**src/rtl/hazard_scoreboard_unit_pkg.sv**
```systemverilog
// Shared pipeline hazard types: forward-select encoding, result-source constants
// and the bundled stall/flush/forward control word.
package hazard_scoreboard_unit_pkg;

    localparam logic [1:0] RESULT_SRC_MEM = 2'b01;

    typedef enum logic [1:0] {
        FWD_RF  = 2'b00,
        FWD_WB  = 2'b01,
        FWD_MEM = 2'b10,
        FWD_MC  = 2'b11
    } fwd_sel_e;

    typedef struct packed {
        logic     stall_f;
        logic     stall_d;
        logic     stall_e;
        logic     stall_m;
        logic     flush_d;
        logic     flush_e;
        logic     flush_m;
        logic     flush_w;
        fwd_sel_e forward_a;
        fwd_sel_e forward_b;
    } hazard_ctrl_v2_t;

endpackage

```
**src/rtl/hazard_scoreboard_unit_if.sv**
```systemverilog
// Pipeline-to-hazard-unit bundle: the pipeline (master) reports stage state,
// the hazard unit (slave) returns stall/flush/forward controls and telemetry.
interface hazard_scoreboard_unit_if #(
    parameter int REG_ADDR_W = 5,
    parameter int NUM_REGS   = 32,
    parameter int PERF_CNT_W = 32
);
    logic [REG_ADDR_W-1:0] id_rs1_addr;
    logic [REG_ADDR_W-1:0] id_rs2_addr;
    logic                  id_uses_rs1;
    logic                  id_uses_rs2;
    logic [REG_ADDR_W-1:0] id_rd_addr;
    logic                  id_reg_write;
    logic [REG_ADDR_W-1:0] ex_rs1_addr;
    logic [REG_ADDR_W-1:0] ex_rs2_addr;
    logic [REG_ADDR_W-1:0] ex_rd_addr;
    logic                  ex_reg_write;
    logic [1:0]            ex_result_src;
    logic                  ex_is_mc;
    logic [REG_ADDR_W-1:0] mem_rd_addr;
    logic                  mem_reg_write;
    logic [1:0]            mem_result_src;
    logic [REG_ADDR_W-1:0] wb_rd_addr;
    logic                  wb_reg_write;
    logic                  pc_src_ex;
    logic                  dmem_busy;
    logic                  mc_ready;
    logic                  mc_done;
    logic [REG_ADDR_W-1:0] mc_done_rd;

    logic                  stall_f;
    logic                  stall_d;
    logic                  stall_e;
    logic                  stall_m;
    logic                  flush_d;
    logic                  flush_e;
    logic                  flush_m;
    logic                  flush_w;
    logic [1:0]            forward_a_e;
    logic [1:0]            forward_b_e;
    logic                  mc_issue;
    logic [NUM_REGS-1:0]   sb_pending;
    logic [PERF_CNT_W-1:0] perf_stall_cycles;
    logic [PERF_CNT_W-1:0] perf_flush_count;

    modport master (
        output id_rs1_addr, id_rs2_addr, id_uses_rs1, id_uses_rs2, id_rd_addr, id_reg_write,
        output ex_rs1_addr, ex_rs2_addr, ex_rd_addr, ex_reg_write, ex_result_src, ex_is_mc,
        output mem_rd_addr, mem_reg_write, mem_result_src, wb_rd_addr, wb_reg_write,
        output pc_src_ex, dmem_busy, mc_ready, mc_done, mc_done_rd,
        input  stall_f, stall_d, stall_e, stall_m, flush_d, flush_e, flush_m, flush_w,
        input  forward_a_e, forward_b_e, mc_issue, sb_pending,
        input  perf_stall_cycles, perf_flush_count
    );

    modport slave (
        input  id_rs1_addr, id_rs2_addr, id_uses_rs1, id_uses_rs2, id_rd_addr, id_reg_write,
        input  ex_rs1_addr, ex_rs2_addr, ex_rd_addr, ex_reg_write, ex_result_src, ex_is_mc,
        input  mem_rd_addr, mem_reg_write, mem_result_src, wb_rd_addr, wb_reg_write,
        input  pc_src_ex, dmem_busy, mc_ready, mc_done, mc_done_rd,
        output stall_f, stall_d, stall_e, stall_m, flush_d, flush_e, flush_m, flush_w,
        output forward_a_e, forward_b_e, mc_issue, sb_pending,
        output perf_stall_cycles, perf_flush_count
    );

endinterface

```
**src/rtl/hazard_scoreboard_unit_mc_scoreboard.sv**
```systemverilog
// Tracks destination registers of in-flight multi-cycle ops and how many are
// outstanding; completions arrive out of band on a dedicated write port.
module mc_scoreboard
    import hazard_scoreboard_unit_pkg::*;
#(
    parameter int REG_ADDR_W         = 5,
    parameter int NUM_REGS           = 32,
    parameter int MC_MAX_OUTSTANDING = 2
) (
    input  logic                  clk,
    input  logic                  rst,
    input  logic                  issue,
    input  logic [REG_ADDR_W-1:0] issue_rd,
    input  logic                  done,
    input  logic [REG_ADDR_W-1:0] done_rd,
    output logic [NUM_REGS-1:0]   pending,
    output logic [NUM_REGS-1:0]   pending_eff,
    output logic                  full
);

    localparam int CNT_W = $clog2(MC_MAX_OUTSTANDING + 1);

    logic [CNT_W-1:0]    count;
    logic [NUM_REGS-1:0] set_mask;
    logic [NUM_REGS-1:0] clear_mask;
    logic                done_valid;

    // A completion for a register that is not pending is ignored entirely.
    assign done_valid = done && pending[done_rd];

    always_comb begin
        set_mask   = '0;
        clear_mask = '0;
        if (issue && (issue_rd != '0)) begin
            set_mask[issue_rd] = 1'b1;
        end
        if (done_valid) begin
            clear_mask[done_rd] = 1'b1;
        end
    end

    // The regfile is write-first, so a register completing this cycle is already readable.
    assign pending_eff = pending & ~clear_mask;
    assign full        = (count == CNT_W'(MC_MAX_OUTSTANDING)) && !done;

    always_ff @(posedge clk) begin
        if (rst) begin
            pending <= '0;
            count   <= '0;
        end else begin
            pending <= (pending & ~clear_mask) | set_mask;
            case ({issue, done_valid})
                2'b10:   count <= count + CNT_W'(1);
                2'b01:   count <= count - CNT_W'(1);
                default: count <= count;
            endcase
        end
    end

endmodule

```
**src/rtl/hazard_scoreboard_unit.sv**
```systemverilog
// Hazard unit for the 5-stage RV32 pipeline: load-use and multi-cycle scoreboard
// stalls, branch flushes, dmem freeze, EX operand forwarding and perf counters.
module hazard_scoreboard_unit
    import hazard_scoreboard_unit_pkg::*;
#(
    parameter int REG_ADDR_W         = 5,
    parameter int NUM_REGS           = 32,
    parameter int MC_MAX_OUTSTANDING = 2,
    parameter int PERF_CNT_W         = 32
) (
    input  logic clk_i,
    input  logic rst_i,
    hazard_scoreboard_unit_if.slave bus
);

    logic [NUM_REGS-1:0]   pending;
    logic [NUM_REGS-1:0]   pending_eff;
    logic                  mc_full;
    logic                  mc_block;
    logic                  mc_issue;
    logic                  late_raw;
    logic                  sb_raw;
    logic                  sb_waw;
    logic                  mem_fwd_ok;
    hazard_ctrl_v2_t       ctrl;
    logic [PERF_CNT_W-1:0] stall_cycles;
    logic [PERF_CNT_W-1:0] flush_count;

    function automatic fwd_sel_e fwd_pick(
        input logic [REG_ADDR_W-1:0] rs,
        input logic [REG_ADDR_W-1:0] mem_rd,
        input logic                  mem_ok,
        input logic [REG_ADDR_W-1:0] wb_rd,
        input logic                  wb_we,
        input logic [REG_ADDR_W-1:0] mc_rd,
        input logic                  mc_done
    );
        fwd_sel_e sel;
        sel = FWD_RF;
        if (rs != '0) begin
            if (mem_ok && (mem_rd == rs)) begin
                sel = FWD_MEM;
            end else if (wb_we && (wb_rd == rs)) begin
                sel = FWD_WB;
            end else if (mc_done && (mc_rd == rs)) begin
                sel = FWD_MC;
            end
        end
        return sel;
    endfunction

    mc_scoreboard #(
        .REG_ADDR_W        (REG_ADDR_W),
        .NUM_REGS          (NUM_REGS),
        .MC_MAX_OUTSTANDING(MC_MAX_OUTSTANDING)
    ) u_mc_scoreboard (
        .clk        (clk_i),
        .rst        (rst_i),
        .issue      (mc_issue),
        .issue_rd   (bus.ex_rd_addr),
        .done       (bus.mc_done),
        .done_rd    (bus.mc_done_rd),
        .pending    (pending),
        .pending_eff(pending_eff),
        .full       (mc_full)
    );

    assign mc_block = bus.ex_is_mc && (!bus.mc_ready || mc_full);
    assign mc_issue = bus.ex_is_mc && !bus.dmem_busy && !mc_block;

    // Loads and MC ops in EX have no result to forward yet, so ID must wait a cycle.
    assign late_raw = (bus.ex_result_src == RESULT_SRC_MEM || bus.ex_is_mc)
                      && bus.ex_reg_write && (bus.ex_rd_addr != '0)
                      && ((bus.id_uses_rs1 && (bus.id_rs1_addr == bus.ex_rd_addr))
                       || (bus.id_uses_rs2 && (bus.id_rs2_addr == bus.ex_rd_addr)));

    assign sb_raw = (bus.id_uses_rs1 && pending_eff[bus.id_rs1_addr])
                 || (bus.id_uses_rs2 && pending_eff[bus.id_rs2_addr]);
    assign sb_waw = bus.id_reg_write && pending_eff[bus.id_rd_addr];

    assign mem_fwd_ok = bus.mem_reg_write && (bus.mem_result_src != RESULT_SRC_MEM);

    always_comb begin
        ctrl           = '0;
        ctrl.forward_a = fwd_pick(bus.ex_rs1_addr, bus.mem_rd_addr, mem_fwd_ok,
                                  bus.wb_rd_addr, bus.wb_reg_write, bus.mc_done_rd, bus.mc_done);
        ctrl.forward_b = fwd_pick(bus.ex_rs2_addr, bus.mem_rd_addr, mem_fwd_ok,
                                  bus.wb_rd_addr, bus.wb_reg_write, bus.mc_done_rd, bus.mc_done);
        // A frozen memory stage outranks everything; a taken branch waits in EX.
        if (bus.dmem_busy) begin
            ctrl.stall_f = 1'b1;
            ctrl.stall_d = 1'b1;
            ctrl.stall_e = 1'b1;
            ctrl.stall_m = 1'b1;
            ctrl.flush_w = 1'b1;
        end else if (bus.pc_src_ex) begin
            ctrl.flush_d = 1'b1;
            ctrl.flush_e = 1'b1;
        end else if (mc_block) begin
            ctrl.stall_f = 1'b1;
            ctrl.stall_d = 1'b1;
            ctrl.stall_e = 1'b1;
            ctrl.flush_m = 1'b1;
        end else if (late_raw || sb_raw || sb_waw) begin
            ctrl.stall_f = 1'b1;
            ctrl.stall_d = 1'b1;
            ctrl.flush_e = 1'b1;
        end
    end

    always_ff @(posedge clk_i) begin
        if (rst_i) begin
            stall_cycles <= '0;
            flush_count  <= '0;
        end else begin
            if (ctrl.stall_f && (stall_cycles != '1)) begin
                stall_cycles <= stall_cycles + PERF_CNT_W'(1);
            end
            if (bus.pc_src_ex && !bus.dmem_busy && (flush_count != '1)) begin
                flush_count <= flush_count + PERF_CNT_W'(1);
            end
        end
    end

    assign bus.stall_f           = ctrl.stall_f;
    assign bus.stall_d           = ctrl.stall_d;
    assign bus.stall_e           = ctrl.stall_e;
    assign bus.stall_m           = ctrl.stall_m;
    assign bus.flush_d           = ctrl.flush_d;
    assign bus.flush_e           = ctrl.flush_e;
    assign bus.flush_m           = ctrl.flush_m;
    assign bus.flush_w           = ctrl.flush_w;
    assign bus.forward_a_e       = ctrl.forward_a;
    assign bus.forward_b_e       = ctrl.forward_b;
    assign bus.mc_issue          = mc_issue;
    assign bus.sb_pending        = pending;
    assign bus.perf_stall_cycles = stall_cycles;
    assign bus.perf_flush_count  = flush_count;

endmodule

```
**src/flat_wrapper.sv**
```systemverilog
// flat-port wrapper written by rule: the top's interface ports become plain ports
module hazard_scoreboard_unit_flat import hazard_scoreboard_unit_pkg::*;
#(
    parameter int REG_ADDR_W         = 5,
    parameter int NUM_REGS           = 32,
    parameter int MC_MAX_OUTSTANDING = 2,
    parameter int PERF_CNT_W         = 32
)
  (clk_i, rst_i, bus_id_rs1_addr, bus_id_rs2_addr, bus_id_uses_rs1, bus_id_uses_rs2, bus_id_rd_addr, bus_id_reg_write, bus_ex_rs1_addr, bus_ex_rs2_addr, bus_ex_rd_addr, bus_ex_reg_write, bus_ex_result_src, bus_ex_is_mc, bus_mem_rd_addr, bus_mem_reg_write, bus_mem_result_src, bus_wb_rd_addr, bus_wb_reg_write, bus_pc_src_ex, bus_dmem_busy, bus_mc_ready, bus_mc_done, bus_mc_done_rd, bus_stall_f, bus_stall_d, bus_stall_e, bus_stall_m, bus_flush_d, bus_flush_e, bus_flush_m, bus_flush_w, bus_forward_a_e, bus_forward_b_e, bus_mc_issue, bus_sb_pending, bus_perf_stall_cycles, bus_perf_flush_count);
  hazard_scoreboard_unit_if #(.REG_ADDR_W(REG_ADDR_W), .NUM_REGS(NUM_REGS), .PERF_CNT_W(PERF_CNT_W)) bus_i ();
  input  logic clk_i;
  input  logic rst_i;
  input wire logic [$bits(bus_i.id_rs1_addr)-1:0] bus_id_rs1_addr;
  input wire logic [$bits(bus_i.id_rs2_addr)-1:0] bus_id_rs2_addr;
  input wire logic [$bits(bus_i.id_uses_rs1)-1:0] bus_id_uses_rs1;
  input wire logic [$bits(bus_i.id_uses_rs2)-1:0] bus_id_uses_rs2;
  input wire logic [$bits(bus_i.id_rd_addr)-1:0] bus_id_rd_addr;
  input wire logic [$bits(bus_i.id_reg_write)-1:0] bus_id_reg_write;
  input wire logic [$bits(bus_i.ex_rs1_addr)-1:0] bus_ex_rs1_addr;
  input wire logic [$bits(bus_i.ex_rs2_addr)-1:0] bus_ex_rs2_addr;
  input wire logic [$bits(bus_i.ex_rd_addr)-1:0] bus_ex_rd_addr;
  input wire logic [$bits(bus_i.ex_reg_write)-1:0] bus_ex_reg_write;
  input wire logic [$bits(bus_i.ex_result_src)-1:0] bus_ex_result_src;
  input wire logic [$bits(bus_i.ex_is_mc)-1:0] bus_ex_is_mc;
  input wire logic [$bits(bus_i.mem_rd_addr)-1:0] bus_mem_rd_addr;
  input wire logic [$bits(bus_i.mem_reg_write)-1:0] bus_mem_reg_write;
  input wire logic [$bits(bus_i.mem_result_src)-1:0] bus_mem_result_src;
  input wire logic [$bits(bus_i.wb_rd_addr)-1:0] bus_wb_rd_addr;
  input wire logic [$bits(bus_i.wb_reg_write)-1:0] bus_wb_reg_write;
  input wire logic [$bits(bus_i.pc_src_ex)-1:0] bus_pc_src_ex;
  input wire logic [$bits(bus_i.dmem_busy)-1:0] bus_dmem_busy;
  input wire logic [$bits(bus_i.mc_ready)-1:0] bus_mc_ready;
  input wire logic [$bits(bus_i.mc_done)-1:0] bus_mc_done;
  input wire logic [$bits(bus_i.mc_done_rd)-1:0] bus_mc_done_rd;
  output wire logic [$bits(bus_i.stall_f)-1:0] bus_stall_f;
  output wire logic [$bits(bus_i.stall_d)-1:0] bus_stall_d;
  output wire logic [$bits(bus_i.stall_e)-1:0] bus_stall_e;
  output wire logic [$bits(bus_i.stall_m)-1:0] bus_stall_m;
  output wire logic [$bits(bus_i.flush_d)-1:0] bus_flush_d;
  output wire logic [$bits(bus_i.flush_e)-1:0] bus_flush_e;
  output wire logic [$bits(bus_i.flush_m)-1:0] bus_flush_m;
  output wire logic [$bits(bus_i.flush_w)-1:0] bus_flush_w;
  output wire logic [$bits(bus_i.forward_a_e)-1:0] bus_forward_a_e;
  output wire logic [$bits(bus_i.forward_b_e)-1:0] bus_forward_b_e;
  output wire logic [$bits(bus_i.mc_issue)-1:0] bus_mc_issue;
  output wire logic [$bits(bus_i.sb_pending)-1:0] bus_sb_pending;
  output wire logic [$bits(bus_i.perf_stall_cycles)-1:0] bus_perf_stall_cycles;
  output wire logic [$bits(bus_i.perf_flush_count)-1:0] bus_perf_flush_count;
  assign bus_i.id_rs1_addr = bus_id_rs1_addr;
  assign bus_i.id_rs2_addr = bus_id_rs2_addr;
  assign bus_i.id_uses_rs1 = bus_id_uses_rs1;
  assign bus_i.id_uses_rs2 = bus_id_uses_rs2;
  assign bus_i.id_rd_addr = bus_id_rd_addr;
  assign bus_i.id_reg_write = bus_id_reg_write;
  assign bus_i.ex_rs1_addr = bus_ex_rs1_addr;
  assign bus_i.ex_rs2_addr = bus_ex_rs2_addr;
  assign bus_i.ex_rd_addr = bus_ex_rd_addr;
  assign bus_i.ex_reg_write = bus_ex_reg_write;
  assign bus_i.ex_result_src = bus_ex_result_src;
  assign bus_i.ex_is_mc = bus_ex_is_mc;
  assign bus_i.mem_rd_addr = bus_mem_rd_addr;
  assign bus_i.mem_reg_write = bus_mem_reg_write;
  assign bus_i.mem_result_src = bus_mem_result_src;
  assign bus_i.wb_rd_addr = bus_wb_rd_addr;
  assign bus_i.wb_reg_write = bus_wb_reg_write;
  assign bus_i.pc_src_ex = bus_pc_src_ex;
  assign bus_i.dmem_busy = bus_dmem_busy;
  assign bus_i.mc_ready = bus_mc_ready;
  assign bus_i.mc_done = bus_mc_done;
  assign bus_i.mc_done_rd = bus_mc_done_rd;
  assign bus_stall_f = bus_i.stall_f;
  assign bus_stall_d = bus_i.stall_d;
  assign bus_stall_e = bus_i.stall_e;
  assign bus_stall_m = bus_i.stall_m;
  assign bus_flush_d = bus_i.flush_d;
  assign bus_flush_e = bus_i.flush_e;
  assign bus_flush_m = bus_i.flush_m;
  assign bus_flush_w = bus_i.flush_w;
  assign bus_forward_a_e = bus_i.forward_a_e;
  assign bus_forward_b_e = bus_i.forward_b_e;
  assign bus_mc_issue = bus_i.mc_issue;
  assign bus_sb_pending = bus_i.sb_pending;
  assign bus_perf_stall_cycles = bus_i.perf_stall_cycles;
  assign bus_perf_flush_count = bus_i.perf_flush_count;
  hazard_scoreboard_unit #(.REG_ADDR_W(REG_ADDR_W), .NUM_REGS(NUM_REGS), .MC_MAX_OUTSTANDING(MC_MAX_OUTSTANDING), .PERF_CNT_W(PERF_CNT_W)) u_core (.clk_i(clk_i), .rst_i(rst_i), .bus(bus_i));
endmodule
```
**config.mk**
```make
export PLATFORM = sky130hd
export DESIGN_NAME = hazard_scoreboard_unit_flat
export DESIGN_NICKNAME = d
export VERILOG_FILES = /design/src/rtl/hazard_scoreboard_unit_pkg.sv /design/src/rtl/hazard_scoreboard_unit_if.sv /design/src/rtl/hazard_scoreboard_unit_mc_scoreboard.sv /design/src/rtl/hazard_scoreboard_unit.sv /design/src/flat_wrapper.sv
export SDC_FILE = /design/constraint.sdc
export NUM_CORES = 1
export LEC_CHECK = 0
export ABC_AREA = 0
export BUFFER_PORTS_ARGS = -buffer_cell sky130_fd_sc_hd__clkbuf_2
export CAP_MARGIN = 10
export CORE_AREA = 5 5 126 128
export CTS_CLUSTER_DIAMETER = 200
export DETAILED_ROUTE_END_ITERATION = 8
export DIE_AREA = 0 0 131 133
export PLACE_DENSITY_LB_ADDON = 0.12
export SLEW_MARGIN = 20
export SYNTH_ARGS = -nofsm -noshare
export SYNTH_HDL_FRONTEND = slang
export SYNTH_SLANG_ARGS = --single-unit
```
**constraint.sdc**
```tcl
create_clock -name clk_i -period 4.05 [get_ports clk_i]
set_input_delay 0.405 -clock clk_i [delete_from_list [all_inputs] [get_ports clk_i]]
set_output_delay 0.405 -clock clk_i [all_outputs]
set_load 0.03 [all_outputs]
```
== Word-level counts from Yosys, hierarchy flattened ==
Cells that the tools add are included.

* Add/subtract/negate cells: 4
* $mul: 0
* Divide/modulo/power cells: 0
* Order comparisons: 7
* Equal/unequal tests: 15
* Shift-type cells: 0
* Mux-type cells: 35
* Bitwise gates (word level): 3
* Reductions and logical operators: 40

{| class="wikitable"
|+ Operators with widths
! cell !! number
|-
| $add 32x1->32 const B || 2
|-
| $mux 32 || 2
|-
| $ne 32x32->1 const B || 2
|-
| $eq 5x5->1 || 8
|-
| $and 32x32->32 || 1
|-
| $not 32->32 || 1
|-
| $or 32x32->32 || 1
|-
| $lt 5x6->1 const B || 5
|-
| $logic_and 1x1->1 || 26
|-
| $bmux 1 s5 || 4
|-
| $mux 2 || 10
|-
| $reduce_bool 5->1 || 3
|-
| $mux 1 || 13
|-
| $demux 1 s5 || 2
|-
| $ge 5x1->1 const B || 2
|-
| $mux 3 || 3
|-
| $logic_or 1x1->1 || 6
|-
| $eq 2x1->1 const B || 2
|-
| $eq 2x2->1 const B || 2
|-
| $logic_not 1->1 || 4
|-
| $pmux 2 s2 || 1
|-
| $add 2x1->2 const B || 1
|-
| $ne 2x1->1 const B || 1
|-
| $reduce_bool 2->1 || 1
|-
| $sub 2x1->2 const B || 1
|}

* Register bits: 98
* Latch bits: 0
* Bits in writable memories: 0
* Bits in read-only memories: 0
* Input bits: 62
* Output and inout port bits: 109
* Logic and storage cells: 108
* Memories: 0

== Longest topological paths before layout ==
* Word-level depth: 18
* Mapped depth: 19
* Gate-level depth less buffers: 12

== Hierarchy ==
A second synthesis with hierarchy kept.

* Cell total of the unflattened synthesis: 880
* Area total of the unflattened synthesis: 7083.0 sq um

{| class="wikitable"
|+ Modules (own cells, without submodules)
! module !! times used !! cells each !! area each (sq um) !! seq. area each (sq um)
|-
| hazard_scoreboard_unit || 1 || 551 || 4758.3 || 1281.2
|-
| mc_scoreboard || 1 || 329 || 2324.7 || 680.7
|}

== Least setup slack after synthesis ==
Ideal clock, no wire load.

* Path type: in2out
* Start point: input bus_mc_done_rd[1]
* End point: output bus_stall_f
* Arrival: 4.124 ns
* Data required time: 3.645 ns
* Path slack: -0.479 ns
* Cell stages on the path: 18
* Path buffers: 8
* Cell sequence: buf_4 mux2_1 a2bb2oi_1 a2bb2oi_1 and3_1 buf_6 buf_6 buf_2 buf_2 o311ai_0 a32oi_1 nand2_1 a32oi_1 nor4b_4 buf_6 buf_8 o21ai_0 buf_4

* Word-level cells in the longest chain between the ends: 17
* Elaborated cells between the ends (all ways): 27
* Those cells by class: order compare: 2; mux: 15; bitwise: 2; reduce/logical: 8

{| class="wikitable"
|+ RTL lines
! item !! RTL line !! source
|-
| start: declaration || flat_wrapper.sv:34 || <nowiki>input wire logic [$bits(bus_i.mc_done_rd)-1:0] bus_mc_done_rd;</nowiki>
|-
| $lt 5x6->1 (not written as such) or $ge 5x1->1 (tied branches) || hazard_scoreboard_unit_mc_scoreboard.sv:38 || <nowiki>clear_mask[done_rd] = 1'b1;</nowiki>
|-
| $logic_and 1x1->1 (not written as such) || hazard_scoreboard_unit_mc_scoreboard.sv:38 ||
|-
| $mux 1 (not written as such) || hazard_scoreboard_unit_mc_scoreboard.sv:38 ||
|-
| $demux 1 s5 || hazard_scoreboard_unit_mc_scoreboard.sv:38 ||
|-
| $mux 32 (*) || hazard_scoreboard_unit_mc_scoreboard.sv:37 || <nowiki>if (done_valid) begin</nowiki>
|-
| $not 32->32 (*) || hazard_scoreboard_unit_mc_scoreboard.sv:43 || <nowiki>assign pending_eff = pending & ~clear_mask;</nowiki>
|-
| $and 32x32->32 (*) || hazard_scoreboard_unit_mc_scoreboard.sv:43 ||
|-
| $bmux 1 s5, on equally long branches || hazard_scoreboard_unit.sv:77, hazard_scoreboard_unit.sv:78 ||
|-
| $mux 1, on equally long branches || hazard_scoreboard_unit.sv:77, hazard_scoreboard_unit.sv:78 ||
|-
| $logic_and 1x1->1, on equally long branches || hazard_scoreboard_unit.sv:77, hazard_scoreboard_unit.sv:78 ||
|-
| $logic_or 1x1->1 || hazard_scoreboard_unit.sv:78 || <nowiki>|| (bus.id_uses_rs2 && pending_eff[bus.id_rs2_addr]);</nowiki>
|-
| $logic_or 1x1->1 || hazard_scoreboard_unit.sv:104 || <nowiki>end else if (late_raw || sb_raw || sb_waw) begin</nowiki>
|-
| $logic_or 1x1->1 (*) || hazard_scoreboard_unit.sv:104 ||
|-
| $mux 2 (*) || hazard_scoreboard_unit.sv:104 ||
|-
| $mux 2 (*) || hazard_scoreboard_unit.sv:99 || <nowiki>end else if (mc_block) begin</nowiki>
|-
| $mux 3 (*) || hazard_scoreboard_unit.sv:96 || <nowiki>end else if (bus.pc_src_ex) begin</nowiki>
|-
| $mux 3 (*) || hazard_scoreboard_unit.sv:90 || <nowiki>if (bus.dmem_busy) begin</nowiki>
|-
| end: declaration || flat_wrapper.sv:35 || <nowiki>output wire logic [$bits(bus_i.stall_f)-1:0] bus_stall_f;</nowiki>
|}

Mark *: on every way between the ends. The rest lies on a longest branch, timed or not. The select of a mux whose other input is x is not followed.

== Worst setup path in the final report ==
* Start point: input bus_mc_done_rd[1]
* End point: output bus_stall_d

* Word-level cells in the longest chain between the ends: 17
* Elaborated cells between the ends (all ways): 27
* Those cells by class: order compare: 2; mux: 15; bitwise: 2; reduce/logical: 8

{| class="wikitable"
|+ RTL lines
! item !! RTL line !! source
|-
| $lt 5x6->1 (not written as such) or $ge 5x1->1 (tied branches) || hazard_scoreboard_unit_mc_scoreboard.sv:38 ||
|-
| $logic_and 1x1->1 (not written as such) || hazard_scoreboard_unit_mc_scoreboard.sv:38 ||
|-
| $mux 1 (not written as such) || hazard_scoreboard_unit_mc_scoreboard.sv:38 ||
|-
| $demux 1 s5 || hazard_scoreboard_unit_mc_scoreboard.sv:38 ||
|-
| $mux 32 (*) || hazard_scoreboard_unit_mc_scoreboard.sv:37 ||
|-
| $not 32->32 (*) || hazard_scoreboard_unit_mc_scoreboard.sv:43 ||
|-
| $and 32x32->32 (*) || hazard_scoreboard_unit_mc_scoreboard.sv:43 ||
|-
| $bmux 1 s5, on equally long branches || hazard_scoreboard_unit.sv:77, hazard_scoreboard_unit.sv:78 ||
|-
| $mux 1, on equally long branches || hazard_scoreboard_unit.sv:77, hazard_scoreboard_unit.sv:78 ||
|-
| $logic_and 1x1->1, on equally long branches || hazard_scoreboard_unit.sv:77, hazard_scoreboard_unit.sv:78 ||
|-
| $logic_or 1x1->1 || hazard_scoreboard_unit.sv:78 ||
|-
| $logic_or 1x1->1 || hazard_scoreboard_unit.sv:104 ||
|-
| $logic_or 1x1->1 (*) || hazard_scoreboard_unit.sv:104 ||
|-
| $mux 2 (*) || hazard_scoreboard_unit.sv:104 ||
|-
| $mux 2 (*) || hazard_scoreboard_unit.sv:99 ||
|-
| $mux 3 (*) || hazard_scoreboard_unit.sv:96 ||
|-
| $mux 3 (*) || hazard_scoreboard_unit.sv:90 ||
|-
| end: declaration || flat_wrapper.sv:36 || <nowiki>output wire logic [$bits(bus_i.stall_d)-1:0] bus_stall_d;</nowiki>
|}

Marks and branches as above.

==> flow_metrics.env <==
export IMPL_cts_clk_slew_worst_paths_ps=70
export IMPL_powerDensity_nw_per_um2=250
export IMPL_hold_buffers=0
export IMPL_violations="setup timing"
export IMPL_p_leak_nw=3.91
export IMPL_finalWirelength_um=26400
export IMPL_firstDrtPassIters=7
export IMPL_ant_nets=0
export IMPL_maxCapViolCount=0
export IMPL_period_minus_slack_ps=4110
export IMPL_vdd_drop_max_mv=0.216
export IMPL_numPortBuffers=170
export IMPL_rows=45
export IMPL_syn_cell_area_um2=7130
export IMPL_fin_skew_ps=8.40
export IMPL_stdcell_area_um2=9470
export IMPL_wl_met3_um=2370
export IMPL_dieArea_um2=17400
export IMPL_cts_made_buffers=9
export IMPL_crit_type="in -> out"
export IMPL_root_buffer="clkbuf_16"
export IMPL_synth_edf_count=0
export IMPL_wl_per_cell_um=19.6
export IMPL_via_per_inst=6.03
export IMPL_drc=0
export IMPL_cp_max_fo=6
export IMPL_holdCritPathClass="in -> reg"
export IMPL_drt_met1_wl_um=10300
export IMPL_worst_slew_pin_slew_ps=1100
export IMPL_endpoint_kind="output pin"
export IMPL_synth_cells=922
export IMPL_fin_setup_tns_ps=-133
export IMPL_grt_max_degree=111
export IMPL_arrival_ps=3710
export IMPL_grt_pass1_vias=7774
export IMPL_die_h_um=133
export IMPL_slowest_delay_ps=580
export IMPL_max_freq_mhz=243
export IMPL_min_period_over_period_pct=102
export IMPL_ys_types=68
export IMPL_drive_above_1_share_pct=33.6
export IMPL_gp_congestion=1.01
export IMPL_yosys_warnings=0
export IMPL_gr_total_overflow=0
export IMPL_grt_antenna_before_repair=0
export IMPL_die_w_um=131
export IMPL_top_layer="met4"
export IMPL_hold_viol=0
export IMPL_synth_seq_cells=98
export IMPL_crit_top_cell="buf_12"
export IMPL_grt_pass1_wl_um=41000
export IMPL_fin_ws_ps=-63.7
export IMPL_drtIter0Drc=744
export IMPL_wl_met2_um=12500
export IMPL_slew_headroom_pct=26.6
export IMPL_clock_latency_ps=360
export IMPL_outcome="complete, but fails checks"
export IMPL_ys_seq_area_share_pct=27.5
export IMPL_critPathTopFamily="simple AND/OR/NAND/NOR gates"
export IMPL_cts_htree_levels=3
export IMPL_clock_path_buffers=2
export IMPL_fin_nets=1217
export IMPL_syn_avg_cell_area_um2=7.74
export IMPL_critPathSlowestCell="or4_1"
export IMPL_syn_nets=987
export IMPL_ios=171
export IMPL_fp_coreArea_um2=14800
export IMPL_dp_hpwl_um=19600
export IMPL_cts_sinks=98
export IMPL_final_setup_viol_count=3
export IMPL_nFillCells=1369
export IMPL_grt_usage_pct=29.6
export IMPL_cts_tree="done"
export IMPL_area_delta_synth_final_pct=32.7
export IMPL_worstPathCellList="buf_12, buf_12, mux2i_4, o32ai_2, a22oi_1, and3_4, buf_6, o31ai_4, nor4_2, or4_1, a311o_1, nor4b_4, buf_4, o21ai_4, buf_8"
export IMPL_cp_required_ps=3640
export IMPL_async_flop_share_pct=0
export IMPL_post_dp_cell_area_um2=8770
export IMPL_vias=8121
export IMPL_ys_flop_type="dfxtp_1"
export IMPL_drv_slew=0
export IMPL_start_util_pct=48.4
export IMPL_start_kind="primary input"
export IMPL_rsz0062_at_grt="true"
export IMPL_cp_buffers_inverters=5
worst paths after layout:
path / from / endpoint / slack (ps) / cells after the start
worst min-delay path: bus_ex_rd_addr[1] / u_core.u_mc_scoreboard.pending[19]$_SDFF_PP0_ / 440 / 3
worst min register to register: u_core.u_mc_scoreboard.count[1]$_SDFFE_PP0P_ / u_core.u_mc_scoreboard.count[1]$_SDFFE_PP0P_ / 500 / 2
worst max-delay path: bus_mc_done_rd[1] / bus_stall_d / -60 / 15
worst max register to register: u_core.u_mc_scoreboard.pending[19]$_SDFF_PP0_ / u_core.bus.perf_stall_cycles[20]$_SDFFE_PP0P_ / -10 / 17
timing repair:
| action | 4_1_cts | 5_1_grt |
|---|---|---|
| setup buffers | 8 | 8 |
| setup endpoints to repair | 3 | 8 |
| resized for setup | 45 | 35 |
| gates cloned | 0 | 0 |
| pin swaps | 10 | 14 |
power breakdown:
group / internal (mW) / switching (mW) / leakage [nW] / total (mW)
Sequential: 0.964 / 0.00902 / 0.802 / 0.973
Combinational: 0.166 / 0.281 / 2.95 / 0.447
Clock: 0.511 / 0.437 / 0.154 / 0.948
registers in the layout (all words and copies together), names as in the netlist:
name,count
u_core.u_mc_scoreboard.count,2
u_core.bus.perf_stall_cycles,32
u_core.u_mc_scoreboard.pending,32
u_core.bus.perf_flush_count,32
tightest hold or removal path: stages:
cell and delay, ps:
clkbuf_2 190, nand4_1 110, a21oi_1 60
cell usage in the layout (no fill, tap or decap), types with 9 or more instances in the layout:
cell type	instances
mux2_1	18
mux2i_1	9
nand4_1	19
nand3_1	46
or3_1	13
nand2_1	68
clkbuf_2	163
and2_1	14
clkbuf_16	9
nor3_1	21
a21oi_2	9
inv_1	20
mux2_2	12
xnor2_1	15
nor2_1	110
xor2_1	57
dfxtp_1	80
and3_1	17
buf_4	110
nor2b_1	36
a21oi_1	66
o21ai_0	21
dfxtp_2	10
nand2b_1	17
stage by stage:
stage | setup WS, ps | total power, mW | cells | hold WS [ps] | util, %
floorplan | -4.51 | 1.25 | 922 | 455 | -
global placement | -350 | 1.41 | 1313 | 466 | 59.5
detailed placement | -334 | 1.41 | 1313 | 485 | 59.5
CTS | -18.3 | 2.35 | 1337 | 435 | 63.0
global route | -147 | 2.45 | 1345 | 475 | 64.2
finish | -63.7 | 2.37 | 1346 | 440 | 64.2
area by class of cell:
cell class                 instances  area, µm²  share of cell area [%]
multi-input combinational        738       5010                    53.0
sequential                        98       2000                    21.2
timing repair buffer             285       1810                    19.2
clock buffer                      10        239                    2.52
tap                              188        235                    2.48
clock inverter                     6       82.6                   0.872
inverter                          20       75.1                   0.793
antenna                            1       2.50                  0.0264
Yosys cell counts (12+ instances only):
cell type  instances  area, µm²
mux2_2            12        135
o31ai_1           19        143
clkbuf_1          44        165
and2_1            14       87.6
nand2_1           68        255
nand4_1           19        119
mux2_1            18        203
and3_1            19        119
nor2_1           112        420
dfxtp_1           98       1960
xnor2_1           15        131
inv_1             20       75.1
a21oi_1           67        335
xor2_1            57        499
nor3_1            22        110
nor2b_1           36        225
nand2b_1          17        106
nand3_1           46        230
o21ai_0           25        125
or3_1             14       87.6
kinds of logic (layout without fill, tap and decap cells):
logic type | Yosys count | after routing | share of synthesized area [%]
fa+ha+maj | 3 | 3 | 0.526
xor+xnor | 72 | 72 | 8.84
flops | 98 | 98 | 27.5
buf+inv | 86 | 321 | 5.44
other cells | 0 | 1 | 0
mux | 54 | 54 | 9.72
compound gates | 200 | 200 | 18.7
simple gates | 409 | 409 | 29.3
metal layers:
layer  vias up  track usage [%]
met1      3799             38.1
met4         0             14.2
met3        92             5.45
li1       3790                -
met5         -                0
met2       440             47.1
Note: power is estimated with default switching activity, not from simulation.
